## src/rtl/memwrite_monitor.sv

```systemverilog
`default_nettype none
// ============================================================================
//  Module   : memwrite_monitor
//  Purpose  : Bus-side monitor on the CPU store path. Logs accepted stores in
//             a first-word-fall-through FIFO and counts them. Flags pass on
//             the signature store, or fail when the watchdog expires first.
//  Revision : 1.0  initial release
// ============================================================================
module memwrite_monitor #(
  parameter int               WIDTH     = 32,
  parameter int               DEPTH     = 8,
  parameter int               AW        = 3,
  parameter logic [WIDTH-1:0] PASS_ADR  = 'h4,
  parameter logic [WIDTH-1:0] PASS_DATA = 'h7,
  parameter int               TIMEOUT   = 1000
) (
  input  logic             clk,
  input  logic             reset,
  input  logic             memwrite,
  input  logic [WIDTH-1:0] adr,
  input  logic [WIDTH-1:0] writedata,
  input  logic             log_rd,
  output logic             log_valid,
  output logic [WIDTH-1:0] log_adr,
  output logic [WIDTH-1:0] log_data,
  output logic             log_overflow,
  output logic [15:0]      wr_count,
  output logic             done,
  output logic             pass,
  output logic             fail
);

  // Watchdog only ever holds 0..TIMEOUT-1; it stops before reaching TIMEOUT.
  localparam int            c_WDW       = (TIMEOUT < 2) ? 1 : $clog2(TIMEOUT);
  localparam logic [c_WDW-1:0] c_WD_LAST = c_WDW'(TIMEOUT - 1);
  localparam logic [c_WDW-1:0] c_WD_ONE  = c_WDW'(1);
  localparam logic [AW:0]   c_FULL      = (AW+1)'(DEPTH);
  localparam logic [AW:0]   c_CNT_ONE   = (AW+1)'(1);
  localparam logic [AW-1:0] c_PTR_ONE   = AW'(1);

  typedef enum logic [1:0] {
    ST_RUN  = 2'd0,
    ST_PASS = 2'd1,
    ST_FAIL = 2'd2
  } state_t;

  state_t           r_state;
  state_t           w_state_nxt;
  logic [c_WDW-1:0] r_wdog;
  logic [AW-1:0]    r_wr_ptr;
  logic [AW-1:0]    r_rd_ptr;
  logic [AW:0]      r_count;
  logic             r_overflow;
  logic [15:0]      r_wr_count;
  logic [WIDTH-1:0] r_mem_adr  [DEPTH];
  logic [WIDTH-1:0] r_mem_data [DEPTH];

  logic w_accept;
  logic w_sig;
  logic w_empty;
  logic w_full;
  logic w_pop;
  logic w_push;
  logic w_drop;

  assign w_accept = memwrite && (r_state == ST_RUN);
  assign w_sig    = w_accept && (adr == PASS_ADR) && (writedata == PASS_DATA);
  assign w_empty  = (r_count == '0);
  assign w_full   = (r_count == c_FULL);
  assign w_pop    = log_rd && !w_empty;
  // A full FIFO still accepts a push when the same edge frees a slot.
  assign w_push   = w_accept && (!w_full || w_pop);
  assign w_drop   = w_accept && w_full && !w_pop;

  // Next-state decode and status outputs; signature wins over watchdog expiry.
  always_comb begin
    w_state_nxt = r_state;
    done        = 1'b0;
    pass        = 1'b0;
    fail        = 1'b0;
    case (r_state)
      ST_RUN: begin
        if (w_sig) begin
          w_state_nxt = ST_PASS;
        end else if (r_wdog == c_WD_LAST) begin
          w_state_nxt = ST_FAIL;
        end
      end
      ST_PASS: begin
        done = 1'b1;
        pass = 1'b1;
      end
      ST_FAIL: begin
        done = 1'b1;
        fail = 1'b1;
      end
      default: w_state_nxt = ST_RUN;
    endcase
  end

  // FSM state register and watchdog; watchdog freezes once a verdict is reached.
  always_ff @(posedge clk or negedge reset) begin
    if (!reset) begin
      r_state <= ST_RUN;
      r_wdog  <= '0;
    end else begin
      r_state <= w_state_nxt;
      if ((r_state == ST_RUN) && (w_state_nxt == ST_RUN)) begin
        r_wdog <= r_wdog + c_WD_ONE;
      end
    end
  end

  // FIFO pointers, occupancy, sticky overflow and saturating store counter.
  always_ff @(posedge clk or negedge reset) begin
    if (!reset) begin
      r_wr_ptr   <= '0;
      r_rd_ptr   <= '0;
      r_count    <= '0;
      r_overflow <= 1'b0;
      r_wr_count <= '0;
    end else begin
      if (w_push) begin
        r_wr_ptr <= r_wr_ptr + c_PTR_ONE;
      end
      if (w_pop) begin
        r_rd_ptr <= r_rd_ptr + c_PTR_ONE;
      end
      case ({w_push, w_pop})
        2'b10:   r_count <= r_count + c_CNT_ONE;
        2'b01:   r_count <= r_count - c_CNT_ONE;
        default: r_count <= r_count;
      endcase
      if (w_drop) begin
        r_overflow <= 1'b1;
      end
      if (w_accept && (r_wr_count != 16'hFFFF)) begin
        r_wr_count <= r_wr_count + 16'd1;
      end
    end
  end

  // Log storage; contents are only visible while the entry is valid.
  always_ff @(posedge clk) begin
    if (w_push) begin
      r_mem_adr[r_wr_ptr]  <= adr;
      r_mem_data[r_wr_ptr] <= writedata;
    end
  end

  assign log_valid    = !w_empty;
  assign log_adr      = w_empty ? '0 : r_mem_adr[r_rd_ptr];
  assign log_data     = w_empty ? '0 : r_mem_data[r_rd_ptr];
  assign log_overflow = r_overflow;
  assign wr_count     = r_wr_count;

endmodule
`default_nettype wire

```

## config.mk

```make
export PLATFORM = sky130hd
export DESIGN_NAME = memwrite_monitor
export DESIGN_NICKNAME = d
export VERILOG_FILES = /design/src/rtl/memwrite_monitor.sv
export SDC_FILE = /design/constraint.sdc
export NUM_CORES = 1
export LEC_CHECK = 0
export CAP_MARGIN = 10
export CORE_AREA = 2 2 196 198
export DETAILED_ROUTE_END_ITERATION = 7
export DIE_AREA = 0 0 198 200
export PLACE_DENSITY = 0.78
export SYNTH_ARGS = -nofsm -noshare
export SYNTH_HDL_FRONTEND = slang
export SYNTH_SLANG_ARGS = --single-unit
```

## constraint.sdc

```tcl
create_clock -name clk -period 7.8 [get_ports clk]
set_input_delay 1.56 -clock clk [delete_from_list [all_inputs] [get_ports clk]]
set_output_delay 1.56 -clock clk [all_outputs]
set_load 0.1 [all_outputs]
```

==> impl_metrics.toml <==
[timing]
max_freq_ghz = 0.175
fin_crit_sh_pct = 73.3
fin_setup_tns_ns = 0
rsz0062_at_grt = "false"
finalClockSkew_ns = 0.0132
finalMaxSlewViolations = 0
hold_violations = 0
setup_viol = 0
relSlewSlack_pct = 24.6
period_minus_slack_ns = 5.71
tightest_slew_ns = 1.13

[routing]
wire_per_inst_um = 24.8
drt-total-wl_mm = 43.4
first_iter_violations = 820
final_antenna_net_count = 0
firstDrtPassIters = 5
vias_per_cell = 5.97
drc = 0
vias = 10500

[cts]
holdBufCountCts = 0
post_cts_resized = 0
clkLatencyLatePin_ns = 0.57
cts-root-buf = "clkbuf_16"
h-tree-depth = 2
postCtsSetupRepairBufs = 0
cts_buffer_depth = 3
cts.sink_count = 551
numCtsBuffers = 54
cts_tree = "built"
path_clk_slew_ns = 0.06

[floorplanning]
ios = 153
die_w_um = 198
rows = 71
core-area_um2 = 37400
die_area_um2 = 39600
die_y_um = 200
start_util_pct = 57.4

[placed_design]
place_congestion = 0.753
dp_hpwl_mm = 23.9
portBuffers = 152

[setup_path]
critPathLaunchType = "flop"
cp-end-kind = "primary output"
required_ns = 6.24
path_max_fanout = 92
crit_type = "flop to primary output"
arrival_ns = 4.15

[logic_synthesis]
ys_seq_elements = 551
seq_area_frac_synth_pct = 76.1
synth_area_um2 = 21500
synth_cell_type_count = 43
synth_cells = 1019
async_flop_share_pct = 7.08
syn_avg_cell_area_um2 = 21.1
synth_warnings = 0
synth_nets = 1098
ys.flop_type = "edfxtp_1"
synth_edf_count = 512

[global_route]
gr-total-overflow = 0
antenna_found_initial = 8
track_usage_pct = 22.8
grt_pass1_wl_mm = 66.0
grt_max_degree = 93
grt_pass1_vias = 10800

[final_layout]
syn2layout_area_growth_pct = 18.1
num-nets-final = 1277
layout-drive-gt1-share_pct = 19.8
fillers = 2309

[run]
drv_cap = 0

[min_path]
worst_hold_path_type = "flop to flop"

[run_status]
status = "complete, no violations"
## worst paths after layout
kind,startpoint,to,slack (ns),depth (start not counted)
min in group asynchronous,reset,wr_count[6],1.11,1
min reg2reg,r_wdog[8],r_wdog[8],0.48,1
max,r_rd_ptr[0],log_adr[30],2.09,5
min,r_wdog[8],r_wdog[8],0.48,1
max reg2reg,r_state[1],r_mem_data[3][13],4.23,7
max in group asynchronous,reset,r_rd_ptr[1],6.02,1
## through the flow
stage	std cells	hold WS, ns	worst slack, ns	utilization, %	instance area, um2
2_1_floorplan	1019	0.441	0.878	-	21500
5_1_grt	1751	0.499	1.77	67.8	25400
6_report	1753	0.483	2.09	67.8	25400
4_1_cts	1749	0.484	1.96	67.7	25300
3_3_place_gp	1652	0.460	2.60	63.2	23600
3_5_place_dp	1652	0.461	2.58	63.2	23600
## cell type report
| cell class | instances | area, um2 | area share [%] |
|---|---|---|---|
| tap | 511 | 639 | 2.52 |
| timing repair buffer | 168 | 1670 | 6.58 |
| sequential | 551 | 16400 | 64.5 |
| multi-input combinational | 415 | 4970 | 19.6 |
| antenna | 3 | 7.51 | 0.0296 |
| clock buffer | 76 | 1490 | 5.85 |
| inverter | 8 | 30.0 | 0.118 |
| clock inverter | 21 | 205 | 0.809 |
## kinds of logic after synthesis
group | count (synthesis) | synth area share (%)
flip-flops | 551 | 76.1
AND/OR/NAND/NOR | 170 | 3.95
buffers and inverters | 53 | 1.02
XOR/XNOR | 30 | 1.22
multiplexers | 197 | 16.7
AO/OA/AOI/OAI | 7 | 0.332
adder cells (fa/ha/maj) | 11 | 0.676
## sequential cells by signal (all words and copies together), names as in the netlist
register,count
r_rd_ptr,3
r_mem_data,256
wr_count,16
log_overflow,1
r_wdog,10
r_wr_ptr,3
r_count,4
r_state,2
r_mem_adr,256
## synthesized netlist by cell type, types with 2 or more instances
master    number  share of area (%)
nor4_1        13               0.38
xor2_1        14               0.57
nor2_1        76                1.3
mux2i_1       65                3.0
nand2_1       23               0.40
clkbuf_1      24               0.42
and4_1         4               0.16
dfrtp_1       39                4.5
nand3_1       12               0.28
nor4_2         2               0.12
nor3_1         7               0.16
and3_2         2              0.070
and2_1         2              0.058
xnor2_1       16               0.65
buf_2         16               0.37
ha_1          10               0.58
inv_1          8               0.14
mux4_2       128                 13
nand2b_1       3              0.087
buf_1          5              0.087
edfxtp_1     512                 72
and3_1         5               0.15
mux2_2         3               0.16
nand4_1        9               0.26
or3_1          3              0.087
## cell usage in the layout (no fill, tap or decap), drive strengths merged, types with 2 or more instances in the layout
cell and instances:
buf 17, clkbuf 76, nand2b 3, xnor2 16, a21o 2, mux2i 65, ha 10, inv 10
and3 7, clkinv 15, and2 2, or3 3, nand2 24, dfrtp 39, xor2 14, edfxtp 512
and4 4, nor4 16, clkdlybuf4s50 151, mux4 128, nor3 7, nor2 76, mux2 4, nand3 13
bufinv 4, nand4 9, diode 3
## critical path, stage by stage (launching register included)
cell             delay, ns
dfrtp_4               0.94
buf_12                0.63
mux4_2                0.60
mux2i_1               0.18
nor2_1                0.09
clkdlybuf4s50_1       1.02
## per-layer routing
metal  track usage (%)  share of wire (%)
met2              36.2                 49
met5                 0               0.16
met1              32.2                 41
met3              5.46                7.9
met4              6.63                2.3
Power is left out: the tool's default activity adds up to more than one toggle a clock period on the data nets, which glitch-free logic cannot reach.
